<file path="config.mk">
export PLATFORM = sky130hd
export DESIGN_NAME = branch_update_scheduler_flat
export DESIGN_NICKNAME = d
export VERILOG_FILES = /design/src/rtl/bp_pkg.sv /design/src/rtl/branch_update_scheduler_if.sv /design/src/rtl/branch_rec_fifo.sv /design/src/rtl/branch_update_scheduler.sv /design/src/flat_wrapper.sv
export SDC_FILE = /design/constraint.sdc
export NUM_CORES = 1
export LEC_CHECK = 0
export ABC_AREA = 1
export CORE_UTILIZATION = 40
export CTS_CLUSTER_SIZE = 28
export DETAILED_ROUTE_END_ITERATION = 8
export GPL_TIMING_DRIVEN = 1
export PLACE_DENSITY = 0.62
export SKIP_CTS_REPAIR_TIMING = 1
export SLEW_MARGIN = 20
export SYNTH_ARGS = -nofsm -noshare
export SYNTH_HDL_FRONTEND = slang
export SYNTH_SLANG_ARGS = --single-unit
</file>
<file path="constraint.sdc">
create_clock -name clk -period 2.7 [get_ports clk]
set_input_delay 0.27 -clock clk [delete_from_list [all_inputs] [get_ports clk]]
set_output_delay 0.27 -clock clk [all_outputs]
set_load 0.005 [all_outputs]
</file>
<file path="src/rtl/bp_pkg.sv">
// rtl/bp_pkg.sv - shared types for the branch update scheduler
package bp_pkg;

    localparam int BP_ADDR_WIDTH = 17;

    typedef struct packed {
        logic [BP_ADDR_WIDTH-1:0] address;
        logic                     take;
        logic                     mispredict;
    } branch_rec_t;

endpackage

</file>
<file path="src/rtl/branch_update_scheduler_if.sv">
// rtl/branch_update_scheduler_if.sv - commit ports, hold and predictor record bundle
interface branch_update_scheduler_if #(
    parameter int ADDR_WIDTH = 17
);
    logic                  in0_valid;
    logic                  in0_ready;
    logic [ADDR_WIDTH-1:0] in0_address;
    logic                  in0_take;
    logic                  in0_mispredict;
    logic                  in1_valid;
    logic                  in1_ready;
    logic [ADDR_WIDTH-1:0] in1_address;
    logic                  in1_take;
    logic                  in1_mispredict;
    logic                  hold;
    logic                  record_en;
    logic [ADDR_WIDTH-1:0] record_address;
    logic                  record_take;
    logic                  empty;

    modport master (
        output in0_valid, in0_address, in0_take, in0_mispredict,
        output in1_valid, in1_address, in1_take, in1_mispredict,
        output hold,
        input  in0_ready, in1_ready,
        input  record_en, record_address, record_take, empty
    );

    modport slave (
        input  in0_valid, in0_address, in0_take, in0_mispredict,
        input  in1_valid, in1_address, in1_take, in1_mispredict,
        input  hold,
        output in0_ready, in1_ready,
        output record_en, record_address, record_take, empty
    );

endinterface

</file>
<file path="src/rtl/branch_rec_fifo.sv">
// rtl/branch_rec_fifo.sv - dual-enqueue, single-dequeue circular record buffer
module branch_rec_fifo
    import bp_pkg::*;
#(
    parameter int DEPTH = 8,
    parameter int PW    = $clog2(DEPTH),
    parameter int CW    = $clog2(DEPTH) + 1
) (
    input  logic          clk,
    input  logic          rst,
    input  logic          wr0_en,
    input  branch_rec_t   wr0_rec,
    input  logic          wr1_en,
    input  branch_rec_t   wr1_rec,
    input  logic          rd_en,
    output branch_rec_t   head_rec,
    output logic [CW-1:0] count
);

    logic [PW-1:0] head_q, head_d;
    logic [PW-1:0] tail_q, tail_d;
    logic [CW-1:0] count_q, count_d;
    logic [PW-1:0] wr0_idx, wr1_idx;
    branch_rec_t   mem [DEPTH];

    always_comb begin
        wr0_idx = tail_q;
        // Port 1 lands behind port 0 only when port 0 was also written.
        wr1_idx = wr0_en ? tail_q + PW'(1) : tail_q;
        tail_d  = tail_q + PW'(wr0_en) + PW'(wr1_en);
        head_d  = head_q + PW'(rd_en);
        count_d = count_q + CW'(wr0_en) + CW'(wr1_en) - CW'(rd_en);
    end

    always_ff @(posedge clk or posedge rst) begin
        if (rst) begin
            head_q  <= '0;
            tail_q  <= '0;
            count_q <= '0;
        end else begin
            head_q  <= head_d;
            tail_q  <= tail_d;
            count_q <= count_d;
        end
    end

    always_ff @(posedge clk) begin
        if (wr0_en) mem[wr0_idx] <= wr0_rec;
        if (wr1_en) mem[wr1_idx] <= wr1_rec;
    end

    assign head_rec = mem[head_q];
    assign count    = count_q;

endmodule

</file>
<file path="src/rtl/branch_update_scheduler.sv">
// rtl/branch_update_scheduler.sv - orders two commit ports into one predictor update stream
// Optional BRANCH_STAT_EN adds saturating drained-branch and mispredict counters.
module branch_update_scheduler
    import bp_pkg::*;
#(
    parameter int DEPTH      = 8,
    parameter int ADDR_WIDTH = BP_ADDR_WIDTH
) (
    input  logic clk,
    input  logic rst,
    branch_update_scheduler_if.slave bus
`ifdef BRANCH_STAT_EN
    ,
    output logic [31:0] stat_branches,
    output logic [31:0] stat_mispredicts
`endif
);

    localparam int CW = $clog2(DEPTH) + 1;

    logic [CW-1:0] count;
    logic [CW-1:0] free;
    logic          in0_ready, in1_ready;
    logic          acc0, acc1;
    logic          record_en;
    branch_rec_t   wr0_rec, wr1_rec, head_rec;

    // Free space uses the registered count only; a same-cycle drain is not credited.
    always_comb begin
        free      = CW'(DEPTH) - count;
        in0_ready = (free >= CW'(1));
        in1_ready = (free >= CW'(2)) || ((free >= CW'(1)) && !bus.in0_valid);
        acc0      = bus.in0_valid && in0_ready;
        acc1      = bus.in1_valid && in1_ready;
        record_en = (count != '0) && !bus.hold;
    end

    always_comb begin
        wr0_rec            = '0;
        wr0_rec.address    = BP_ADDR_WIDTH'(bus.in0_address);
        wr0_rec.take       = bus.in0_take;
        wr0_rec.mispredict = bus.in0_mispredict;
        wr1_rec            = '0;
        wr1_rec.address    = BP_ADDR_WIDTH'(bus.in1_address);
        wr1_rec.take       = bus.in1_take;
        wr1_rec.mispredict = bus.in1_mispredict;
    end

    branch_rec_fifo #(
        .DEPTH (DEPTH)
    ) u_fifo (
        .clk      (clk),
        .rst      (rst),
        .wr0_en   (acc0),
        .wr0_rec  (wr0_rec),
        .wr1_en   (acc1),
        .wr1_rec  (wr1_rec),
        .rd_en    (record_en),
        .head_rec (head_rec),
        .count    (count)
    );

    assign bus.in0_ready      = in0_ready;
    assign bus.in1_ready      = in1_ready;
    assign bus.record_en      = record_en;
    assign bus.record_address = (count != '0) ? ADDR_WIDTH'(head_rec.address) : '0;
    assign bus.record_take    = (count != '0) ? head_rec.take : 1'b0;
    assign bus.empty          = (count == '0);

`ifdef BRANCH_STAT_EN
    logic [31:0] stat_branches_q, stat_branches_d;
    logic [31:0] stat_mispredicts_q, stat_mispredicts_d;

    always_comb begin
        stat_branches_d    = stat_branches_q;
        stat_mispredicts_d = stat_mispredicts_q;
        if (record_en && (stat_branches_q != 32'hFFFF_FFFF))
            stat_branches_d = stat_branches_q + 32'd1;
        if (record_en && head_rec.mispredict && (stat_mispredicts_q != 32'hFFFF_FFFF))
            stat_mispredicts_d = stat_mispredicts_q + 32'd1;
    end

    always_ff @(posedge clk or posedge rst) begin
        if (rst) begin
            stat_branches_q    <= '0;
            stat_mispredicts_q <= '0;
        end else begin
            stat_branches_q    <= stat_branches_d;
            stat_mispredicts_q <= stat_mispredicts_d;
        end
    end

    assign stat_branches    = stat_branches_q;
    assign stat_mispredicts = stat_mispredicts_q;
`else
    logic unused_mispredict;
    assign unused_mispredict = head_rec.mispredict;
`endif

endmodule

</file>
<file path="src/flat_wrapper.sv">
// flat-port wrapper written by rule: the top's interface ports become plain ports
module branch_update_scheduler_flat import bp_pkg::*;
#(
    parameter int DEPTH      = 8,
    parameter int ADDR_WIDTH = BP_ADDR_WIDTH
)
  (clk, rst, bus_in0_valid, bus_in0_address, bus_in0_take, bus_in0_mispredict, bus_in1_valid, bus_in1_address, bus_in1_take, bus_in1_mispredict, bus_hold, bus_in0_ready, bus_in1_ready, bus_record_en, bus_record_address, bus_record_take, bus_empty);
  branch_update_scheduler_if #(.ADDR_WIDTH(ADDR_WIDTH)) bus_i ();
  input  logic clk;
  input  logic rst;
  input wire logic [$bits(bus_i.in0_valid)-1:0] bus_in0_valid;
  input wire logic [$bits(bus_i.in0_address)-1:0] bus_in0_address;
  input wire logic [$bits(bus_i.in0_take)-1:0] bus_in0_take;
  input wire logic [$bits(bus_i.in0_mispredict)-1:0] bus_in0_mispredict;
  input wire logic [$bits(bus_i.in1_valid)-1:0] bus_in1_valid;
  input wire logic [$bits(bus_i.in1_address)-1:0] bus_in1_address;
  input wire logic [$bits(bus_i.in1_take)-1:0] bus_in1_take;
  input wire logic [$bits(bus_i.in1_mispredict)-1:0] bus_in1_mispredict;
  input wire logic [$bits(bus_i.hold)-1:0] bus_hold;
  output wire logic [$bits(bus_i.in0_ready)-1:0] bus_in0_ready;
  output wire logic [$bits(bus_i.in1_ready)-1:0] bus_in1_ready;
  output wire logic [$bits(bus_i.record_en)-1:0] bus_record_en;
  output wire logic [$bits(bus_i.record_address)-1:0] bus_record_address;
  output wire logic [$bits(bus_i.record_take)-1:0] bus_record_take;
  output wire logic [$bits(bus_i.empty)-1:0] bus_empty;
  assign bus_i.in0_valid = bus_in0_valid;
  assign bus_i.in0_address = bus_in0_address;
  assign bus_i.in0_take = bus_in0_take;
  assign bus_i.in0_mispredict = bus_in0_mispredict;
  assign bus_i.in1_valid = bus_in1_valid;
  assign bus_i.in1_address = bus_in1_address;
  assign bus_i.in1_take = bus_in1_take;
  assign bus_i.in1_mispredict = bus_in1_mispredict;
  assign bus_i.hold = bus_hold;
  assign bus_in0_ready = bus_i.in0_ready;
  assign bus_in1_ready = bus_i.in1_ready;
  assign bus_record_en = bus_i.record_en;
  assign bus_record_address = bus_i.record_address;
  assign bus_record_take = bus_i.record_take;
  assign bus_empty = bus_i.empty;
  branch_update_scheduler #(.DEPTH(DEPTH), .ADDR_WIDTH(ADDR_WIDTH)) u_core (.clk(clk), .rst(rst), .bus(bus_i));
endmodule
</file>
==> metrics.txt, run 1 <==
worst endpoint data arrival time=2380 ps; number of setup violations in the final report=0; maximum number of pins on one net before global-route repair=50; number of synthesized flops with an enable pin=144; Layout Skew=10.34 ps; met3 WL post-DR=2541 um; die boundary width=149.0 um; fraction of layout cells with a size suffix above 1=11.23%; Initial DRT Pass Iterations=7; clock-pin slew of the registers on the worst-case setup and hold paths=60 ps; Port Buffer Count=62; clock latency on the worst-skew pair=430 ps; Synth top area share=50.05%; HPWL reported at the end of detailed placement=15640 um; Final GP Congestion=0.7959; post-synthesis async set-or-reset flop share=6.494%; end-of-flow core utilization=48.92%; routed wl met2=12410 um; number of DRC markers in iteration 0=701; most area-consuming cells after synthesis=sky130_fd_sc_hd__edfxtp_1, sky130_fd_sc_hd__nand2_1, sky130_fd_sc_hd__nand3_1; Post-synth top flop=sky130_fd_sc_hd__edfxtp_1; outcome=finished clean; Net Count, Synth=1083; Post-Synthesis Mean Instance Area=8.429 um2; setup TNS=0 ps; top routing layer in use=met5; crit-path most repeated cell=sky130_fd_sc_hd__o21ai_0; FF+latch count, synth=154; final period demand of the worst path=2653 ps; Worst Hold Class=in -> async; combined area of all synthesized cells=8640 um2; Post-Synthesis Cells=1025; starting density of the core=40.97%; TritonCTS Sinks=154; Worst Setup Start Kind=flip-flop; total congestion overflow after global routing=0; Leak=4.360 nW; filler cell count in the final layout=2019; vias in the first global route=7264; post-route met1 wirelength=10720 um; most common cell in the netlist=sky130_fd_sc_hd__nand2_1; peak ir drop on the vdd network=0.7625 mV; final worst-path setup slack=47.36 ps; most common library cells after synthesis=sky130_fd_sc_hd__nand2_1, sky130_fd_sc_hd__edfxtp_1, sky130_fd_sc_hd__nand3_1, sky130_fd_sc_hd__nor2_1, sky130_fd_sc_hd__o21ai_0; slew margin rel.=64.65%; sequential-to-total area share from yosys stat=52.95%; via count=7479; largest area contributor in the synthesized netlist=sky130_fd_sc_hd__edfxtp_1; Worst setup EP type=primary output; Core Rows=53; critical path start-end classification=reg -> out; placement-stage worst setup slack=50.54 ps; Total Wirelength=26470 um; global-route wire length before repair=40360 um; CTS tree=yes; DRC violations left=0; total power density per cell area=1193 nW/um2; final-report max-slew violation count=0; worst-path cell chain=buf_4, buf_12, o21ai_0, o22ai_1, o21ai_0, a31oi_1, clkdlybuf4s50_1; final-report hold violation count=0; Crit path required time=2430 ps; Clock Tree Buf Depth=2; number of buffers inserted during clock tree synthesis=17; Core ar.=21090 um2; achievable clock frequency=377.0 MHz; count of warnings emitted by yosys=0; maxcap violations=0; initial antenna violation count=1; die height=149.0 um; Boundary Pins=65; routed length per placed instance=19.56 um; critical path peak fanout=25; distinct cell type count after synthesis=29; buffer type at the clock tree root=sky130_fd_sc_hd__clkbuf_16; fraction of the cycle the final worst path needs=98.25%; Slowest-stage cell, CP=sky130_fd_sc_hd__clkdlybuf4s50_1; number of vias per cell=5.528; layout overhead on the synthesized area=19.41%; slew of the pin with the lowest slew margin=530.2 ps; number of nets with antenna violations after routing=0; htree depth=4; Total Routing Usage GR=24.58%; area of the die=22190 um2; count of nets after finishing=1122; crit-path max cell delay=560 ps
[worst paths after layout]
check | to | from | slack, ps | cells past startpoint
max in group asynchronous | u_core.u_fifo.head_q[0] | rst | 2290 | 2
worst min register to register | u_core.u_fifo.head_q[2] | u_core.u_fifo.head_q[2] | 500 | 1
worst max register to register | u_core.u_fifo.mem[7][5] | u_core.u_fifo.count[0] | 160 | 11
worst max-delay path | bus_record_address[5] | u_core.u_fifo.head_q[0] | 50 | 7
worst min-delay path | u_core.u_fifo.tail_q[2] | rst | 110 | 2
min in group clk | u_core.u_fifo.head_q[2] | u_core.u_fifo.head_q[2] | 500 | 1
[worst max-delay path: cells and delay by family (launching register included)]
family | cells | cell delay, ps
buffers and inverters | 3 | 890
AOI/OAI and AO/OA | 4 | 570
DFF | 1 | 480
[area by class of cell]
class	instances	area [um2]	area share (%)
antenna	1	2.502	0.02426
timing repair buffer	117	1257	12.19
tap	275	344.1	3.335
clock inverter	12	76.32	0.7398
sequential	154	4576	44.35
multi-input combinational	752	3536	34.28
inverter	22	87.58	0.8490
clock buffer	20	436.7	4.233
[sequential cells by signal (all words and copies together) (netlist names)]
name,flops
u_core.u_fifo.count,4
u_core.u_fifo.tail_q,3
u_core.u_fifo.mem,144
u_core.u_fifo.head_q,3
[per-layer routing]
layer | up-vias | track usage, %
met5 | - | 0
met3 | 62 | 4.801
li1 | 3504 | -
met2 | 398 | 39.09
met1 | 3513 | 32.07
met4 | 2 | 11.94
[power breakdown]
group          internal (W)  switching (W)  leakage (nW)
logic               0.00231        0.00400          2.68
clock network       0.00116       0.000979         0.245
registers           0.00361       0.000250          1.44
[per-stage QoR]
stage	hold WS, ps	instance area [um2]	std cells	power (W)
after floorplan	110.2	8640	1025	0.007378
after global placement	466.4	9649	1313	0.009881
after detailed placement	480.5	9649	1313	0.009987
after CTS	116.3	10160	1345	0.01213
after global routing	160.5	10310	1352	0.01301
final	112.6	10320	1353	0.01231
[placed cells by master, fill, tap and decap left out, drive strengths merged]
| cell | count |
|---|---|
| clkinvlp | 3 |
| nand2 | 359 |
| o21bai | 1 |
| edfxtp | 144 |
| o22ai | 18 |
| nand3 | 119 |
| inv | 21 |
| dlymetal6s2s | 11 |
| o31ai | 2 |
| clkdlybuf4s50 | 51 |
| ha | 12 |
| a31oi | 18 |
| nor2 | 121 |
| xor2 | 3 |
| fa | 3 |
| xnor2 | 2 |
| diode | 1 |
| dfrtp | 10 |
| o21ai | 92 |
| clkbuf | 21 |
| buf | 54 |
| clkinv | 10 |
| a21oi | 2 |
[cells by family (layout without fill, tap and decap cells)]
kind of cell             count (synthesis)  after routing  share of synthesized area (%)
buffers and inverters                  119            171                          6.821
AND/OR/NAND/NOR                        599            599                          28.85
XOR/XNOR                                 5              5                         0.5070
adder cells (fa/ha/maj)                 15             15                          2.433
flip-flops                             154            154                          52.95
other                                    0              1                              0
AO/OA/AOI/OAI                          133            133                          8.443
Note: power is estimated with default switching activity, not from simulation.
==> run 2, diff against run 1 <==
Settings changed: REMOVE_ABC_BUFFERS set to 1.
==> metrics.txt, run 2 (synthesis results as in run 1) <==
outcome=finished clean; die height=149.0 um; start of the worst register-to-register path=u_core.u_fifo.count[1]; number of buffers inserted during clock tree synthesis=17; maxcap violations=0; end-of-flow core utilization=49.50%; clock-pin slew of the registers on the worst-case setup and hold paths=60 ps; Layout Skew=7.192 ps; vias in the first global route=6983; Leak=4.390 nW; number of DRC markers in iteration 0=766; final-report hold violation count=0; Crit path required time=2430 ps; routed length per placed instance=19.43 um; htree depth=4; Clock Tree Buf Depth=2; initial antenna violation count=0; critical path peak fanout=25; Final Total Pwr=0.01266 W; Core Rows=53; fraction of the cycle the final worst path needs=96.25%; Worst setup EP type=primary output; achievable clock frequency=384.8 MHz; placement-stage worst setup slack=116.0 ps; total congestion overflow after global routing=0; number of nets with antenna violations after routing=0; number of vias per cell=5.508; Core ar.=21090 um2; Total Routing Usage GR=24.42%; layout overhead on the synthesized area=20.81%; Initial DRT Pass Iterations=5; maximum number of pins on one net before global-route repair=51; FF-to-FF End=u_core.u_fifo.mem[6][5]; Boundary Pins=65; fraction of layout cells with a size suffix above 1=11.48%; DRC violations left=0; Worst Hold Class=in -> async; met2 GRT Util=38.51%; number of cells traversed by the worst register-to-register path=11; clock latency on the worst-skew pair=420 ps; Final GP Congestion=0.7831; most common cell after layout, fill and taps aside=sky130_fd_sc_hd__nand2_1; commonest cells after routing, fill and taps aside=sky130_fd_sc_hd__nand2_1, sky130_fd_sc_hd__edfxtp_1, sky130_fd_sc_hd__nand3_1, sky130_fd_sc_hd__nor2_1, sky130_fd_sc_hd__o21ai_0; area of the die=22190 um2; met3 Resource Use GR=3.945%; Port Buffer Count=62; final period demand of the worst path=2599 ps; TritonCTS Sinks=154; peak ir drop on the vdd network=0.6520 mV; Total Wirelength=26330 um; met1 global-route usage=34.27%; starting density of the core=40.97%; critical path start-end classification=reg -> out; Worst Setup Start Kind=flip-flop; worst endpoint data arrival time=2330 ps; HPWL reported at the end of detailed placement=14960 um; buffer type at the clock tree root=sky130_fd_sc_hd__clkbuf_16; die boundary width=149.0 um; final-report max-slew violation count=0; via count=7463; total power density per cell area=1213 nW/um2; slew of the pin with the lowest slew margin=640.2 ps; setup TNS=0 ps; RSZ-0062 raised after global routing=true; final worst-path setup slack=101.3 ps; r2r setup slk=190 ps; global-route wire length before repair=40100 um; antenna diode count=0; global routing's busiest layer=met2; slew margin rel.=57.32%; CTS tree=yes; register containing the most flip-flops in the final layout=u_core.u_fifo.mem; number of flip-flops in the largest register=144; number of setup violations in the final report=0; count of nets after finishing=1125
==> run 2: cell types whose count changed in the layout (fill, tap and decap cells not counted), sizes merged <==
| cell | previous run | this run |
|---|---|---|
| buf | 54 | 55 |
| bufinv | 0 | 2 |
| clkbuf | 21 | 23 |
| clkdlybuf4s50 | 51 | 54 |
| clkinv | 10 | 5 |
| clkinvlp | 3 | 6 |
| diode | 1 | 0 |
| dlymetal6s2s | 11 | 8 |
==> run 2: worst max-delay path, cell delays in order (launching register included) <==
cell and delay, ps:
sky130_fd_sc_hd__dfrtp_2 510, sky130_fd_sc_hd__inv_4 140, sky130_fd_sc_hd__buf_12 180, sky130_fd_sc_hd__nor2_1 60, sky130_fd_sc_hd__o22ai_1 150, sky130_fd_sc_hd__o21ai_0 130
sky130_fd_sc_hd__a31oi_1 190, sky130_fd_sc_hd__clkdlybuf4s50_1 530
==> run 2: worst max-delay path by stage <==
stage / from / endpoint / slack (ps) / depth (start not counted)
2_1_floorplan: u_core.u_fifo.count[1] / u_core.u_fifo.mem[4][10] / -1300 / 10
3_5_place_dp: u_core.u_fifo.count[1] / u_core.u_fifo.count[2] / 120 / 10
6_report: u_core.u_fifo.head_q[0] / bus_record_address[16] / 100 / 7
4_1_cts: u_core.u_fifo.count[1] / bus_record_address[1] / -80 / 7
5_1_grt: u_core.u_fifo.head_q[0] / bus_record_address[16] / -8 / 7
3_3_place_gp: u_core.u_fifo.count[1] / u_core.u_fifo.count[2] / 160 / 10
==> run 2: stage by stage <==
step / area, um2 / std cells / hold slack [ps]
finish: 10440 / 1355 / 138.4
detailed placement: 9702 / 1315 / 469.1
global placement: 9702 / 1315 / 462.4
CTS: 10260 / 1347 / 150.1
global route: 10440 / 1355 / 173.8
floorplan: 8133 / 928 / 110.2
==> run 2: where the power goes <==
part           total, W  internal (W)  switching (W)
logic           0.00647       0.00243        0.00404
clock network   0.00232       0.00135       0.000961
registers       0.00387       0.00361       0.000264
total            0.0127       0.00740        0.00526
==> run 2: layout make-up <==
| cell class | instances | area, um2 |
|---|---|---|
| Tap cell | 275 | 344.1 |
| Timing Repair Buffer | 120 | 1345 |
| Clock inverter | 12 | 125.1 |
| Multi-Input combinational cell | 752 | 3521 |
| Clock buffer | 20 | 436.7 |
| Fill cell | 2018 | 10650 |
| Inverter | 22 | 88.84 |
| Sequential cell | 154 | 4577 |
==> run 2: per-layer routing <==
| layer | vias up | routed length, um |
|---|---|---|
| met5 | - | 0 |
| met4 | 0 | 395 |
| met3 | 36 | 2346 |
| met2 | 370 | 12220 |
| met1 | 3537 | 11370 |
| li1 | 3520 | - |
